### config.mk
export PLATFORM = sky130hd
export DESIGN_NAME = amem_bypass_latch
export DESIGN_NICKNAME = d
export VERILOG_FILES = /design/src/rtl/amem_pkg.sv /design/src/rtl/amem_fwd_tracker.sv /design/src/rtl/amem_bypass_latch.sv
export SDC_FILE = /design/constraint.sdc
export NUM_CORES = 1
export LEC_CHECK = 0
export BUFFER_PORTS_ARGS = -buffer_cell sky130_fd_sc_hd__clkbuf_2
export CAP_MARGIN = 0
export CORE_AREA = 2 2 98 100
export DETAILED_ROUTE_END_ITERATION = 7
export DIE_AREA = 0 0 100 102
export PLACE_DENSITY = 0.66
export SLEW_MARGIN = 0
export SYNTH_ARGS = -nofsm -noshare
export SYNTH_HDL_FRONTEND = slang
export SYNTH_SLANG_ARGS = --single-unit
### constraint.sdc
create_clock -name clk -period 2.6 [get_ports clk]
set_clock_uncertainty 0.2 [all_clocks]
set_input_delay 0.26 -clock clk [delete_from_list [all_inputs] [get_ports clk]]
set_output_delay 0.26 -clock clk [all_outputs]
set_load 0.02 [all_outputs]
### src/rtl/amem_pkg.sv
// Shared definitions for the A-memory output latch.
// Provides the default data/address widths, the capture source-select
// encoding and the odd-parity helper. The helper is only used when
// AMEM_PARITY_EN is defined.
package amem_pkg;

  localparam int AMEM_WIDTH  = 32;
  localparam int AMEM_ADDR_W = 10;
  // Widest word the parity helper accepts. Narrower words are zero-extended.
  localparam int PAR_MAX_W   = 64;

  // Source of the value captured into `a`, in ascending priority order.
  typedef enum logic [1:0] {
    SEL_RAM = 2'd0,
    SEL_FWD = 2'd1,
    SEL_WR  = 2'd2
  } sel_e;

  // Parity bit that gives the word an odd number of ones.
  function automatic logic odd_par(input logic [PAR_MAX_W-1:0] d);
    return ~(^d);
  endfunction

endpackage

### src/rtl/amem_fwd_tracker.sv
// Forward tracker for the pending A-memory read.
// Records any write-back that targets the read address between issue
// and capture. This covers the issue-cycle write, which the RAM returns
// stale because it is read-before-write. It also covers writes that
// arrive while the pipeline is stalled. When several writes hit, the
// last one wins.
module amem_fwd_tracker
  import amem_pkg::*;
#(
  parameter int WIDTH  = AMEM_WIDTH,
  parameter int ADDR_W = AMEM_ADDR_W
) (
  input  logic              clk,
  input  logic              reset_n,
  input  logic              stall,
  input  logic              rd_valid,
  input  logic [ADDR_W-1:0] rd_addr,
  input  logic              p_valid,
  input  logic [ADDR_W-1:0] p_addr,
  input  logic              wr_en,
  input  logic [ADDR_W-1:0] wr_addr,
  input  logic [WIDTH-1:0]  wr_data,
  output logic              fwd_hit,
  output logic [WIDTH-1:0]  fwd_data
);

  logic issue_hit;
  logic stall_hit;

  assign issue_hit = rd_valid & wr_en & (wr_addr == rd_addr);
  assign stall_hit = p_valid  & wr_en & (wr_addr == p_addr);

  // On an unstalled edge, restart tracking for the read being issued.
  // On a stalled edge, keep accumulating writes to the pending address.
  always_ff @(posedge clk) begin
    if (!reset_n) begin
      fwd_hit  <= 1'b0;
      fwd_data <= '0;
    end else if (!stall) begin
      fwd_hit <= issue_hit;
      if (issue_hit) fwd_data <= wr_data;
    end else if (stall_hit) begin
      fwd_hit  <= 1'b1;
      fwd_data <= wr_data;
    end
  end

endmodule

### src/rtl/amem_bypass_latch.sv
// Registered A-memory output latch with write-back forwarding.
// A read issued at edge N is captured into `a` at edge N+1 when there is
// no stall. The captured value comes from one of three sources, highest
// priority first:
//   1. a write to the pending address in the capture cycle,
//   2. an earlier forwarded write,
//   3. the RAM data.
// A stall freezes everything except forward tracking.
// Optional feature: define AMEM_PARITY_EN to add the amem_par input and
// the a_parerr output. a_parerr reports an odd-parity error on captures
// that come from the RAM.
module amem_bypass_latch
  import amem_pkg::*;
#(
  parameter int               WIDTH     = AMEM_WIDTH,
  parameter int               ADDR_W    = AMEM_ADDR_W,
  parameter logic [WIDTH-1:0] RESET_VAL = '0
) (
  input  logic              clk,
  input  logic              reset_n,
  input  logic              stall,
  input  logic              rd_valid,
  input  logic [ADDR_W-1:0] rd_addr,
  input  logic [WIDTH-1:0]  amem,
`ifdef AMEM_PARITY_EN
  input  logic              amem_par,
  output logic              a_parerr,
`endif
  input  logic              wr_en,
  input  logic [ADDR_W-1:0] wr_addr,
  input  logic [WIDTH-1:0]  wr_data,
  output logic [WIDTH-1:0]  a,
  output logic              a_valid,
  output logic              a_bypassed
);

  logic              p_valid;
  logic [ADDR_W-1:0] p_addr;
  logic              fwd_hit;
  logic [WIDTH-1:0]  fwd_data;
  logic              wr_hit;
  sel_e              sel;
  logic [WIDTH-1:0]  cap_data;

  amem_fwd_tracker #(
    .WIDTH  (WIDTH),
    .ADDR_W (ADDR_W)
  ) u_fwd (
    .clk      (clk),
    .reset_n  (reset_n),
    .stall    (stall),
    .rd_valid (rd_valid),
    .rd_addr  (rd_addr),
    .p_valid  (p_valid),
    .p_addr   (p_addr),
    .wr_en    (wr_en),
    .wr_addr  (wr_addr),
    .wr_data  (wr_data),
    .fwd_hit  (fwd_hit),
    .fwd_data (fwd_data)
  );

  assign wr_hit = wr_en & (wr_addr == p_addr);

  // Pick the capture source. A same-cycle write beats an older forward.
  always_comb begin
    sel      = SEL_RAM;
    cap_data = amem;
    if (wr_hit) begin
      sel      = SEL_WR;
      cap_data = wr_data;
    end else if (fwd_hit) begin
      sel      = SEL_FWD;
      cap_data = fwd_data;
    end
  end

  // Issue and capture registers. All of them hold while stalled.
  always_ff @(posedge clk) begin
    if (!reset_n) begin
      p_valid    <= 1'b0;
      p_addr     <= '0;
      a          <= RESET_VAL;
      a_valid    <= 1'b0;
      a_bypassed <= 1'b0;
    end else if (!stall) begin
      p_valid <= rd_valid;
      p_addr  <= rd_addr;
      a_valid <= p_valid;
      if (p_valid) begin
        a          <= cap_data;
        a_bypassed <= (sel != SEL_RAM);
      end
    end
  end

`ifdef AMEM_PARITY_EN
  logic par_bad;

  assign par_bad = (amem_par != odd_par(PAR_MAX_W'(amem)));

  // The parity flag is registered next to `a`. Forwarded data is not checked.
  always_ff @(posedge clk) begin
    if (!reset_n) begin
      a_parerr <= 1'b0;
    end else if (!stall && p_valid) begin
      a_parerr <= (sel == SEL_RAM) & par_bad;
    end
  end
`endif

endmodule
======== Word level (Yosys, flattened, before mapping) ========
Cells that the tools add are included.
storage, ports and cells
  logic and storage cells ................. 29
  input port bits ......................... 89
  bits in registers ....................... 78
  output and inout port bits .............. 34
cells by class
  bitwise gates (word level) .............. 6
  reductions and logical operators ........ 4
  eq/ne operators ......................... 3
  mux-type cells .......................... 9
operators with widths
  operator                                       count
  two-way mux 32 bit                             5
  equality test 10 bit                           2
  AND 1 bit                                      5
  AND reduction 2 bit                            2
  nonzero test 2 bit                             2
  two-way mux 1 bit                              3
  two-way mux 2 bit                              1
  != test 2 x 1 -> 1 bit, second input constant  1
  NOT 1 bit                                      1

======== Longest topological paths before layout ========
  depth after elaboration ................. 4
  mapped depth ............................ 8
  gate-level depth less buffers ........... 5

======== By module ========
From an unflattened synthesis, not the netlist that was laid out.
second synthesis, totals
  cell total of the unflattened synthesis .. 417
  area, all modules ....................... 4117.7 um^2
modules (own cells, without submodules)
  module             seq. area each (um^2)  cells an instance  area an instance (um^2)  times used
  amem_bypass_latch  900.9                  236                2327.2                   1
  amem_fwd_tracker   660.6                  181                1790.5                   1

======== Least setup slack after synthesis ========
No wires, ideal clock.
  kind .................................... input port to flip-flop
  start ................................... in stall
  end ..................................... reg u_fwd.fwd_data[13]
  cell stages on the path ................. 8
  path slack .............................. 0.461 ns
  library setup time ...................... 0.146 ns
  arrival time ............................ 1.793 ns
  buffers on the path ..................... 3
  required time ........................... 2.254 ns
  cell sequence ........................... buf_6 nand2b_4 or3b_4 or4_4 buf_6 buf_8 o211ai_2 a21oi_1
on the way
  longest elaborated chain between the ends .. 2
  elaborated cells on any way between the ends .. 4
  those cells by class .................... eq/ne: 1; mux: 1; reduce/logical: 2
ends and longest elaborated chain
  element                                                                               RTL line                 text
  from (decl)                                                                           amem_bypass_latch.sv:21  input logic stall,
  != test 2 x 1 -> 1 bit (no source line) / nonzero test 2 bit (equally long branches)  -
  AND reduction 2 bit (no source line)                                                  -
  to (signal assigned)                                                                  amem_fwd_tracker.sv:41   if (issue_hit) fwd_data <= wr_data;
  to (signal assigned)                                                                  amem_fwd_tracker.sv:44   fwd_data <= wr_data;
  to (decl)                                                                             amem_fwd_tracker.sv:24   output logic [WIDTH-1:0] fwd_data
Several ways; a longest one is shown, not always the timed one.
A chain may end at the register's enable or synchronous reset.

======== Final worst setup path ========
  start ................................... in rd_addr[7]
  end ..................................... reg u_fwd.fwd_data[1]
on the way
  longest elaborated chain between the ends .. 4
ends and longest elaborated chain
  element                               RTL line                 text
  from (decl)                           amem_bypass_latch.sv:23  input logic [ADDR_W-1:0] rd_addr,
  equality test 10 bit                  amem_fwd_tracker.sv:30   assign issue_hit = rd_valid & wr_en & (wr_addr == rd_addr);
  AND 1 bit                             amem_fwd_tracker.sv:30
  nonzero test 2 bit (no source line)   -
  AND reduction 2 bit (no source line)  -
No other way between the ends.

==> qor.txt <==
Status - finished, final reports clean
Reg area - 0.001563 mm2
CP Data Arrival Time - 2.56 ns
Mean Syn Cell Area - 8.957 um2
Clk_lat worst skew - 0.35 ns
Pre-CTS WS - 0.2051 ns
Layout cells sized above 1 - 36.86%
Setup_tns - 0 ns
Reg2reg end - u_fwd.fwd_data[1]
WS Path Type - in -> reg
First-pass GRT wire length - 18.73 mm
Met3 usage - 3.557%
Min-Delay Path Class - in -> reg
Critical Path, Cell by Cell - dlygate4sd3_1 -> clkbuf_2 -> xor2_1 -> or3b_4 -> or4_4 -> o211ai_1 -> a21oi_1
Area occupied by multi-input gates - 0.002263 mm2
Synth Instances - 448
DIE AREA - 0.01020 mm2
Relative slew slack - 55.09%
H-tree depth - 3
VDD IR-drop max - 317.2 uV
Routing usage on met1 - 28.53%
Antenna violations before repair - 0
RSZ-0062 raised after global routing - true
Yosys warns - 0
Crit end category - register
Final cell count without fillers - 716
Max stage delay cell, worst path - or4_4
CP Max Fanout - 33
Nets@finish - 689
Via density - 5.423
Syn Nets - 537
Slew @ Worst Pin - 0.6730 ns
Fin util - 58.80%
Top-count cell post-synth - dfxtp_1
Dominant cell type by area after synthesis - dfxtp_1
Min-Delay Startpoint - stall
CP startpoint kind - input port
Routed wire length - 11.31 mm
1st-iter DRT viols - 158
GR Layer Usage met2 - 40.49%
Ranking of synthesized cells by area - dfxtp_1 39%, o211ai_2 9.0%, a21oi_2 6.1%
Worst reg2reg path depth - 6
CORE AREA - 0.009109 mm2
Post-DRT Antenna Nets - 0
Mapped Area - 0.004013 mm2
Async SR Flop Fraction - 0%
Inserted Clock Buffers - 9
Ant diodes - 0
Maximum clock path buffer count - 2
GR Overflow Total - 0
R2r setup slk - 0.28 ns
Hold endpoint - p_valid
CP peak stage delay - 0.81 ns
CTS tree - done
Final Wtd Congestion - 0.7454
Leakage - 2.080 nW
Post-synthesis sequential area ratio - 38.91%
Max Clk Rate - 392.5 MHz
Worst hold margin - 0.03341 ns
DR pass1 iterations - 4
Max cap viols - 0
Hpwl dp - 7.227 mm
GRT Resource Usage Total - 22.85%
CP required - 2.61 ns
Via count - 3883
Setup repair bufs after CTS - 0
Final setup vio count - 0
Die width - 100 um
Synth Register Bits - 78
Final period utilization - 97.99%
Fin. Hold Viols - 0
Drt drc - 0
PwrDens - 453.3 mW/mm2
Site row count - 35
Maximum number of pins on one net before global-route repair - 48
Die height - 102 um
Initial Utilization - 44.05%
Clk root buf - clkbuf_8
Placed Instances - 656
Min Tclk post-route - 2.548 ns
Vias in the first global route - 3957
Area Growth Syn to Fin - 33.49%
Top cell type's share of synthesized area - 38.91%
Critical R2R Launch - p_addr[2]
Wire length per cell - 15.80 um
Filler cells - 835
Post-synth EDFFs - 0
Most frequent cells after synthesis - 78 x dfxtp_1, 44 x nor2_1, 37 x nand2_1
Synth cell types - 33
Gr busiest metal - met2
PortBufs - 122
Hold path depth - 3
Cts repair resizes - 0
Fin worst setup slack - 0.05227 ns
Pins Over Slew Limit - 0
Clock sinks - 78
I/O Pins - 123
Clock Pin Slew Worst Setup and Hold Paths - 0.09 ns
Synth Flop Type - dfxtp_1
## worst max-delay path, delay by kind of cell
kind | cells | cell delay (ns)
XOR/XNOR | 1 | 0.15
buffers and inverters | 2 | 0.65
AO/OA/AOI/OAI | 2 | 0.27
AND/OR/NAND/NOR | 2 | 1.20
## what timing repair did
action                                  CTS  global route
endpoints found under the hold margin    56             0
hold buffers                             44             0
endpoints found under the setup margin    0             3
## sequential cells by signal, indices dropped and copies added, names as in the netlist
signal / flops
u_fwd.fwd_data: 32
p_valid: 1
a: 32
u_fwd.fwd_hit: 1
a_bypassed: 1
a_valid: 1
p_addr: 10
## layout make-up
| type | count | share of cell area (%) |
|---|---|---|
| Multi-Input combinational cell | 326 | 42.26 |
| Sequential cell | 78 | 29.18 |
| Timing Repair Buffer | 183 | 22.47 |
| Tap cell | 111 | 2.593 |
| Clock buffer | 9 | 2.313 |
| Clock inverter | 7 | 1.051 |
| Inverter | 2 | 0.1402 |
## cell usage in the layout (no fill, tap or decap), types with 2 or more instances in the layout
master,netlist,final
clkbuf_8,0,9
nand3_1,4,4
nand2b_1,2,2
a211oi_1,32,32
nor2b_1,33,33
o21ai_0,4,4
nor4_4,0,2
nand4_1,2,2
o211ai_1,3,3
o211ai_2,29,29
o31ai_1,32,32
clkbuf_2,0,122
xnor2_1,18,18
inv_6,0,3
buf_4,0,15
dlygate4sd3_1,0,44
mux2i_1,10,10
buf_12,0,2
nor2_1,44,43
dfxtp_1,78,77
o21ai_1,30,30
a21oi_1,7,7
a21oi_2,28,28
nand2_1,37,36
clkinvlp_4,0,4
## worst max path at each step
| stage | cells past startpoint | startpoint | endpoint | slack (ns) |
|---|---|---|---|---|
| 2_1_floorplan | 8 | stall | u_fwd.fwd_data[13] | 0.46 |
| 3_3_place_gp | 6 | rd_addr[7] | u_fwd.fwd_data[0] | 0.24 |
| 3_5_place_dp | 6 | rd_addr[7] | u_fwd.fwd_data[31] | 0.21 |
| 4_1_cts | 7 | rd_addr[7] | u_fwd.fwd_data[1] | 0.03 |
| 5_1_grt | 7 | rd_addr[7] | u_fwd.fwd_data[1] | -0.01 |
| 6_report | 7 | rd_addr[7] | u_fwd.fwd_data[1] | 0.05 |
## routing by layer
layer | up-vias | wire length [um]
li1 | 1918 | -
met1 | 1853 | 5048
met4 | 0 | 81
met3 | 6 | 563
met5 | - | 0
met2 | 106 | 5618
## where the power goes
group / total, mW / internal, mW / leakage (nW) / switching, mW
combinational: 0.339 / 0.173 / 1.37 / 0.166
clock: 0.856 / 0.356 / 0.0789 / 0.499
sequential: 1.23 / 1.22 / 0.632 / 0.0147
## stage by stage
stage | instance area, um2 | power, mW
detailed placement | 4736 | 1.548
CTS | 5356 | 2.454
global route | 5356 | 2.536
global placement | 4736 | 1.543
floorplan | 4013 | 1.411
finish | 5356 | 2.428
## cell families (layout without fill, tap and decap cells)
| group | count (synthesis) | after routing | share of synthesized area, % |
|---|---|---|---|
| xor gates and xnor gates | 19 | 19 | 4.147 |
| DFF | 78 | 78 | 38.91 |
| muxes | 10 | 10 | 2.495 |
| AOI/OAI and AO/OA | 166 | 166 | 33.02 |
| buffers and inverters | 44 | 201 | 5.425 |
| and+or+nand+nor | 131 | 131 | 16.00 |
No activity file was read; power rests on OpenSTA's default activity.
